--- config.mk ---
export PLATFORM = sky130hd
export DESIGN_NAME = fetch_ctrl
export DESIGN_NICKNAME = d
export VERILOG_FILES = /design/src/rtl/fetch_ctrl_pkg.sv /design/src/rtl/fetch_ctrl_fifo.sv /design/src/rtl/fetch_ctrl.sv
export SDC_FILE = /design/constraint.sdc
export NUM_CORES = 1
export LEC_CHECK = 0
export CAP_MARGIN = 20
export CORE_MARGIN = 2
export CORE_UTILIZATION = 45
export CTS_CLUSTER_DIAMETER = 200
export DETAILED_ROUTE_END_ITERATION = 8
export PLACE_DENSITY = 0.76
export SYNTH_ARGS = -nofsm -noshare
export SYNTH_HDL_FRONTEND = slang
export SYNTH_SLANG_ARGS = --single-unit
--- constraint.sdc ---
create_clock -name clk -period 9.3 [get_ports clk]
set_input_delay 1.86 -clock clk [delete_from_list [all_inputs] [get_ports clk]]
set_output_delay 1.86 -clock clk [all_outputs]
set_load 0.1 [all_outputs]
--- src/rtl/fetch_ctrl_pkg.sv ---
// Shared CPU-side definitions for the instruction fetch path.
// Widths, PC stride, fetch state encoding and the queue entry layout.
package fetch_ctrl_pkg;

  localparam int XLEN    = 32;
  localparam int INST_W  = 32;
  localparam int ENTRY_W = XLEN + INST_W;

  localparam logic [XLEN-1:0] PC_STEP = 32'd4;

  typedef enum logic [1:0] {
    BOOT = 2'd0,
    RUN  = 2'd1,
    HALT = 2'd2
  } fetch_state_e;

  typedef struct packed {
    logic [XLEN-1:0]   pc;
    logic [INST_W-1:0] inst;
  } fetch_entry_t;

endpackage

--- src/rtl/fetch_ctrl_fifo.sv ---
// Small synchronous FIFO holding captured {pc, inst} pairs for decode.
// Head is read straight from the storage flops, so it is registered.
module fetch_fifo
  import fetch_ctrl_pkg::*;
#(
  parameter int QDEPTH = 2,
  parameter int W      = ENTRY_W
) (
  input  logic         clk,
  input  logic         rst,
  input  logic         push,
  input  logic         pop,
  input  logic         flush,
  input  logic [W-1:0] wdata,
  output logic         full,
  output logic         empty,
  output logic [W-1:0] head
);

  localparam int PW = (QDEPTH > 1) ? $clog2(QDEPTH) : 1;
  localparam int CW = $clog2(QDEPTH + 1);

  logic [W-1:0]  mem_q [QDEPTH];
  logic [W-1:0]  mem_d [QDEPTH];
  logic [PW-1:0] wptr_q, wptr_d, rptr_q, rptr_d;
  logic [CW-1:0] count_q, count_d;
  logic          do_push, do_pop;

  assign full  = (count_q == CW'(QDEPTH));
  assign empty = (count_q == '0);
  assign head  = mem_q[rptr_q];

  // A push into a full queue is only legal when the head leaves the same cycle.
  assign do_pop  = pop && !empty && !flush;
  assign do_push = push && !flush && (!full || do_pop);

  always_comb begin
    mem_d   = mem_q;
    wptr_d  = wptr_q;
    rptr_d  = rptr_q;
    count_d = count_q;
    if (flush) begin
      wptr_d  = '0;
      rptr_d  = '0;
      count_d = '0;
    end else begin
      if (do_push) begin
        mem_d[wptr_q] = wdata;
        wptr_d        = wptr_q + PW'(1);
      end
      if (do_pop) begin
        rptr_d = rptr_q + PW'(1);
      end
      count_d = count_q + CW'(do_push) - CW'(do_pop);
    end
  end

  always_ff @(posedge clk or posedge rst) begin
    if (rst) begin
      mem_q   <= '{default: '0};
      wptr_q  <= '0;
      rptr_q  <= '0;
      count_q <= '0;
    end else begin
      mem_q   <= mem_d;
      wptr_q  <= wptr_d;
      rptr_q  <= rptr_d;
      count_q <= count_d;
    end
  end

endmodule

--- src/rtl/fetch_ctrl.sv ---
// Instruction-fetch sequencer: owns the PC, captures ROM words into the
// fetch queue, and handles redirects, halt/resume and the retired count.
module fetch_ctrl
  import fetch_ctrl_pkg::*;
#(
  parameter logic [31:0] RESET_PC = 32'h0000_0000,
  parameter int          QDEPTH   = 2
) (
  input  logic              clk,
  input  logic              rst,
  output logic [XLEN-1:0]   pc_out,
  input  logic [INST_W-1:0] inst_in,
  input  logic              redir_valid,
  input  logic [XLEN-1:0]   redir_pc,
  input  logic              halt_req,
  output logic              id_valid,
  output logic [INST_W-1:0] id_inst,
  output logic [XLEN-1:0]   id_pc,
  input  logic              id_ready,
  output logic              halted,
  output logic [XLEN-1:0]   fetch_cnt
);

  fetch_state_e    state_q, state_d;
  logic [XLEN-1:0] pc_q, pc_d;
  logic [XLEN-1:0] fetch_cnt_q, fetch_cnt_d;
  logic            halted_q, halted_d;

  logic            q_full, q_empty;
  logic            pop_hs, q_pop, q_push;
  fetch_entry_t    q_head, q_wdata;

  assign pc_out    = pc_q;
  assign halted    = halted_q;
  assign fetch_cnt = fetch_cnt_q;
  assign id_valid  = !q_empty;
  assign id_pc     = q_head.pc;
  assign id_inst   = q_head.inst;

  // A redirect squashes the queue, so a handshake in that cycle is discarded.
  assign pop_hs  = id_valid && id_ready;
  assign q_pop   = pop_hs && !redir_valid;
  assign q_push  = (state_q == RUN) && !redir_valid && (!q_full || pop_hs);
  assign q_wdata = '{pc: pc_q, inst: inst_in};

  always_comb begin
    state_d     = state_q;
    pc_d        = pc_q;
    fetch_cnt_d = fetch_cnt_q;
    if (redir_valid) begin
      state_d = RUN;
      pc_d    = redir_pc & ~XLEN'(3);
    end else begin
      if (q_pop) fetch_cnt_d = fetch_cnt_q + 32'd1;
      if (q_push) pc_d = pc_q + PC_STEP;
      case (state_q)
        BOOT:    state_d = RUN;
        RUN:     if (halt_req) state_d = HALT;
        HALT:    state_d = HALT;
        default: state_d = BOOT;
      endcase
    end
    halted_d = (state_d == HALT);
  end

  always_ff @(posedge clk or posedge rst) begin
    if (rst) begin
      state_q     <= BOOT;
      pc_q        <= RESET_PC;
      fetch_cnt_q <= '0;
      halted_q    <= 1'b0;
    end else begin
      state_q     <= state_d;
      pc_q        <= pc_d;
      fetch_cnt_q <= fetch_cnt_d;
      halted_q    <= halted_d;
    end
  end

  fetch_fifo #(
    .QDEPTH (QDEPTH),
    .W      (ENTRY_W)
  ) u_fifo (
    .clk   (clk),
    .rst   (rst),
    .push  (q_push),
    .pop   (q_pop),
    .flush (redir_valid),
    .wdata (q_wdata),
    .full  (q_full),
    .empty (q_empty),
    .head  (q_head)
  );

endmodule

; ---- Word-level counts from Yosys, hierarchy flattened
; Index checks and enable logic that the tools add are counted.
[word_totals]
reg_bits = 199
input_bits = 69
out_inout_bits = 130
elab_cells = 62
[op_classes]
n_addsub = 6
magnitude_cmp = 3
eq_ne = 4
mux = 16
bitwise_logic = 3
n_reduce_logical = 21
[op_table]
columns = operator, count
row1 = 64-bit 2-to-1 mux, 4
row2 = 128-bit bitwise mux, 1
row3 = 64-bit demux with 1-bit select, 1
row4 = 32-bit 2-to-1 mux, 2
row5 = "32-bit by 1-bit adder with 32-bit output, second input constant", 1
row6 = "32-bit by 3-bit adder with 32-bit output, second input constant", 1
row7 = 1-bit logical AND, 9
row8 = "2-bit == test, second input constant", 3
row9 = 2-bit 2-to-1 mux, 3
row10 = 2-bit one-hot mux with 3 select lines, 1
row11 = 2-bit nonzero test, 3
row12 = "2-bit >= comparator, second input constant", 2
row13 = 2-bit zero test, 2
row14 = 1-bit 2-to-1 mux, 4
row15 = 1-bit NOT with 2-bit output, 2
row16 = 2-bit AND reduction, 2
row17 = 1-bit zero test, 3
row18 = "1-bit adder, second input constant", 2
row19 = 2-bit by 1-bit adder with 2-bit output, 1
row20 = "2-bit by 1-bit == test with 1-bit output, second input constant", 1
row21 = 1-bit logical OR, 2
row22 = "2-bit by 1-bit less-than comparator with 1-bit output, second input constant", 1
row23 = 2-bit by 1-bit subtractor with 2-bit output, 1
row24 = 1-bit NOT, 1

; ---- Depth between registers and ports, before layout
[logic_depth]
depth_word = 11
mapped_depth = 9
mapped_depth_nobuf = 8

; ---- By module
; From an unflattened synthesis, not the netlist that was laid out.
[unflattened]
cells_unflattened = 714
area_unflattened_um2 = 9399.0
[by_module_without_submodules]
columns = module, instances, cells_each, area_per_inst_um2, seq_area_each_um2
row1 = fetch_fifo, 1, 367, 5988.2, 3303.2
row2 = fetch_ctrl, 1, 347, 3410.8, 1626.6

; ---- Worst setup path before layout
; No wires, ideal clock.
[synth_timing]
path_kind = in2reg
startpoint = in redir_valid
endpoint = reg pc_q[26] (netlist: pc_out[26])
setup_ns = 0.168
t_arrival_ns = 3.253
required_time_ns = 9.132
path_slack_ns = 5.879
cell_stages = 7
path_buffers = 2
path_cell_list = clkbuf_1 > nor2_1 > nand3_1 > buf_2 > or4_1 > o21ai_0 > o311ai_1
[synth_between]
elab_chain_cells = 4
elab_cells_between_ends = 5
classes_between = 1 x mux / 4 x reduce/logical
[synth_lines]
columns = item, line
row1 = from (decl), fetch_ctrl.sv:13  ; input logic redir_valid,
row2 = 1-bit zero test, fetch_ctrl.sv:43  ; assign q_push = (state_q == RUN) && !redir_valid && (!q_full || pop_hs);
row3 = 1-bit logical AND (2 in series), fetch_ctrl.sv:43
row4 = 2-bit nonzero test (no source line), --
row5 = to (signal assigned), fetch_ctrl.sv:74  ; pc_q <= pc_d;
row6 = to (decl), fetch_ctrl.sv:25  ; logic [XLEN-1:0] pc_q, pc_d;
; Parallel ways exist; a longest one is shown, timed or not.
; A chain may end at the register's enable or synchronous reset.

; ---- Final worst setup path
[layout_timing]
startpoint = reg u_fifo.rptr_q
endpoint = out id_pc[28]
[layout_between]
elab_chain_cells = 4
[layout_lines]
columns = item, line
row1 = from (decl), fetch_ctrl_fifo.sv:25  ; logic [PW-1:0] wptr_q, wptr_d, rptr_q, rptr_d;
row2 = from (signal assigned), fetch_ctrl_fifo.sv:67  ; rptr_q <= rptr_d;
row3 = 1-bit NOT with 2-bit output (implied by the code), fetch_ctrl_fifo.sv:31  ; assign head = mem_q[rptr_q];
row4 = 64-bit 2-to-1 mux (implied by the code) (3 in series), fetch_ctrl_fifo.sv:31
row5 = to (decl), fetch_ctrl.sv:18  ; output logic [XLEN-1:0] id_pc,
; Every way passes these cells. The select of a mux whose other input is x is not followed.

==> results.py <==
metrics = {
    "timing": {
        "max_freq_mhz": 196,
        "slew_viol_final": 0,
        "rsz0062_at_grt": "false",
        "finalCritPeriodShare_pct": 54.8,
        "slew_headroom_pct": 30.2,
        "fin_setup_tns_ps": 0,
        "setup_viol": 0,
        "tightest_slew_ps": 1040,
        "min_period_ps": 5100,
        "fin_skew_ps": 10.1,
        "final-hold-violation-count": 0,
    },
    "grt": {
        "track_usage_pct": 19.6,
        "grt-ovfl-total": 0,
        "met2_usage_pct": 32.0,
        "antenna_found_initial": 1,
        "grt_max_degree": 122,
        "grt_pass1_wl_um": 33500,
        "use_met1_pct": 26.2,
        "grt_pass1_vias": 6297,
        "top_usage_layer": "met2",
        "grt_util_met3_pct": 5.75,
    },
    "final_layout": {
        "nets": 959,
        "drive_gt1_share_pct": 25.8,
        "antenna_cells": 0,
        "nFillCells": 1581,
        "syn_to_final_growth_pct": 30.6,
        "final_area_um2": 11700,
    },
    "route": {
        "first_pass_iters": 4,
        "ant_nets": 0,
        "vias": 6240,
        "post_drt_wl_per_cell_um": 17.6,
        "drt-total-wl_um": 20400,
        "drc": 0,
        "viasPerCell": 5.37,
        "dr.first_iter.drc_count": 297,
    },
    "cts": {
        "cts_sinks": 193,
        "clockBufferDepth": 2,
        "cts_tree": "done",
        "cts_hold_buffers": 0,
        "cts_max_level": 4,
        "root_buffer": "clkbuf_16",
        "clk_pin_slew_worst_paths_ps": 70,
        "cts_setup_buffers": 0,
        "insertion_delay_ps": 420,
        "cts_buffers": 17,
        "cts-resized-gates": 0,
    },
    "worst_setup_path": {
        "cp.arrival_ps": 3240,
        "reg2reg_from": "u_fifo.count_q[0]",
        "cp_max_fo": 37,
        "r2r-end": "u_fifo.mem_q[14]",
        "cp.required_ps": 7440,
        "rrSetupSlack_ps": 6330,
        "reg2regPathDepth": 6,
        "worstSetupPathType": "flip-flop to output pin",
        "startpoint_type": "flip-flop",
        "cp-end-kind": "output pin",
    },
    "die": {
        "die_w_um": 145,
        "rows": 51,
        "die_area_um2": 21000,
        "start_util_pct": 46.0,
        "num_io_pins": 199,
        "die_y_um": 145,
        "coreArea_um2": 19500,
    },
    "logic_synthesis": {
        "yosys_warnings": 0,
        "ys_ff_latch": 193,
        "synthSimpleGateAreaFrac_pct": 10.5,
        "synth_cells": 713,
        "synth_compound_area_share_pct": 5.42,
        "synth_top_family_by_area": "multiplexers",
        "syn-cell-area_um2": 8950,
        "synth_seq_area_share_pct": 53.9,
        "synthAdderAreaFrac_pct": 0.559,
        "synthMuxAreaShare_pct": 23.4,
        "synthArstFlopShare_pct": 100,
        "synthFlopType": "dfrtp_1",
        "synth_xor_area_share_pct": 3.33,
        "synth_edf_count": 0,
        "ys_types": 54,
        "syn_area_per_cell_um2": 12.6,
    },
    "placement": {
        "hpwl_um": 13300,
        "placedInstanceArea_um2": 11000,
        "port_buffers": 192,
        "place_congestion": 0.772,
    },
    "flow_run": {
        "cap_violations": 0,
    },
    "status": {
        "status": "finished, final reports clean",
    },
    "min_path": {
        "hold_start": "fetch_cnt[31]",
        "min_path_type": "flip-flop to flip-flop",
        "worstHoldPathCells": 1,
        "hold_end": "fetch_cnt[31]",
    },
}
==> registers in the layout (all words and copies together) (netlist names) <==
signal and count:
fetch_cnt 32, halted 1, pc_out 30, state_q 2, u_fifo.count_q 2, u_fifo.mem_q 124
u_fifo.rptr_q 1, u_fifo.wptr_q 1
==> cell usage in the layout, fill, tap and decap left out, types with 3 or more instances in the layout <==
master           instances
a21o_1                   4
a21oi_1                  7
a221o_1                  9
and2_1                   5
and3_1                   7
and4_1                   6
buf_4                    5
bufinv_16                5
clkbuf_16               17
clkdlybuf4s50_1        191
conb_1                   4
dfrtp_1                192
ha_1                     4
inv_1                    7
inv_6                    3
mux2_1                   5
mux2_2                 180
nand2_1                 51
nand3_1                 23
nand4_1                 15
nor2_1                  16
nor2b_1                  7
nor3_1                   4
nor3b_1                  3
nor4_1                  10
o211ai_1                 3
o21ai_0                 26
o311ai_0                 8
o31ai_1                  3
or2_2                    4
xnor2_1                 24
xor2_1                  10
==> worst max path at each step <==
stage,from,endpoint
detailed placement,id_ready,u_fifo.mem_q[14]
global route,u_fifo.rptr_q,id_pc[28]
floorplan,rst,fetch_cnt[0]
CTS,u_fifo.rptr_q,id_pc[2]
global placement,id_ready,u_fifo.mem_q[6]
finish,u_fifo.rptr_q,id_pc[28]
==> synth_stat cells (4+ instances only) <==
| cell type | number | share of area (%) |
|---|---|---|
| xor2_1 | 10 | 0.98 |
| nor2_1 | 16 | 0.67 |
| and2_1 | 5 | 0.35 |
| mux2_1 | 5 | 0.63 |
| mux2_2 | 180 | 23 |
| and3_1 | 7 | 0.49 |
| or2_2 | 4 | 0.28 |
| ha_1 | 4 | 0.56 |
| nor2b_1 | 7 | 0.49 |
| and4_1 | 6 | 0.59 |
| buf_4 | 9 | 0.75 |
| a221o_1 | 9 | 1.0 |
| nor4_1 | 10 | 0.70 |
| nor3_1 | 4 | 0.22 |
| clkbuf_1 | 21 | 0.88 |
| a21o_1 | 4 | 0.34 |
| nand4_1 | 15 | 1.0 |
| o21ai_0 | 26 | 1.5 |
| a21oi_1 | 7 | 0.39 |
| nand3_1 | 23 | 1.3 |
| inv_1 | 8 | 0.34 |
| buf_2 | 15 | 0.84 |
| o311ai_0 | 8 | 0.78 |
| xnor2_1 | 24 | 2.3 |
| dfrtp_1 | 193 | 54 |
| nand2_1 | 52 | 2.2 |
==> stage by stage <==
step / worst slack (ps) / hold slack [ps] / util, % / instances
6_report: 4200 / 473 / 60.1 / 1162
5_1_grt: 4030 / 497 / 60.1 / 1162
4_1_cts: 4140 / 478 / 60.1 / 1162
3_5_place_dp: 4420 / 469 / 56.7 / 1132
3_3_place_gp: 4420 / 462 / 56.7 / 1132
2_1_floorplan: 2180 / 444 / - / 716
==> layer usage <==
layer | vias to the layer above | routed length (um) | part of all wire (%)
met5 | - | 13 | 0.064
li1 | 2920 | - | -
met2 | 138 | 9760 | 48
met3 | 10 | 1230 | 6.1
met1 | 3170 | 9270 | 45
met4 | 2 | 112 | 0.55
==> kinds of logic (layout without fill, tap and decap cells) <==
family | after synthesis | after routing
flops | 193 | 193
mux | 186 | 186
simple gates | 170 | 170
compound gates | 71 | 71
buf+inv | 54 | 235
xor+xnor | 34 | 34
fa+ha+maj | 4 | 4
other cells | 1 | 4
==> final cells by class <==
| cell class | count | area, um^2 | share of cell area [%] |
|---|---|---|---|
| Sequential cell | 193 | 4830 | 41.3 |
| Inverter | 8 | 37.5 | 0.321 |
| Clock inverter | 11 | 198 | 1.69 |
| Clock buffer | 19 | 453 | 3.87 |
| Timing Repair Buffer | 197 | 1950 | 16.7 |
| Tap cell | 265 | 332 | 2.84 |
| Multi-Input combinational cell | 469 | 3890 | 33.3 |
==> critical path, stage by stage, from the launching register on <==
cell and delay (ps):
dfrtp_2 790, buf_4 590, mux2_2 260, clkdlybuf4s50_1 1170
Power is left out: the tool's default activity adds up to more than one toggle a clock period on the data nets, which glitch-free logic cannot reach.
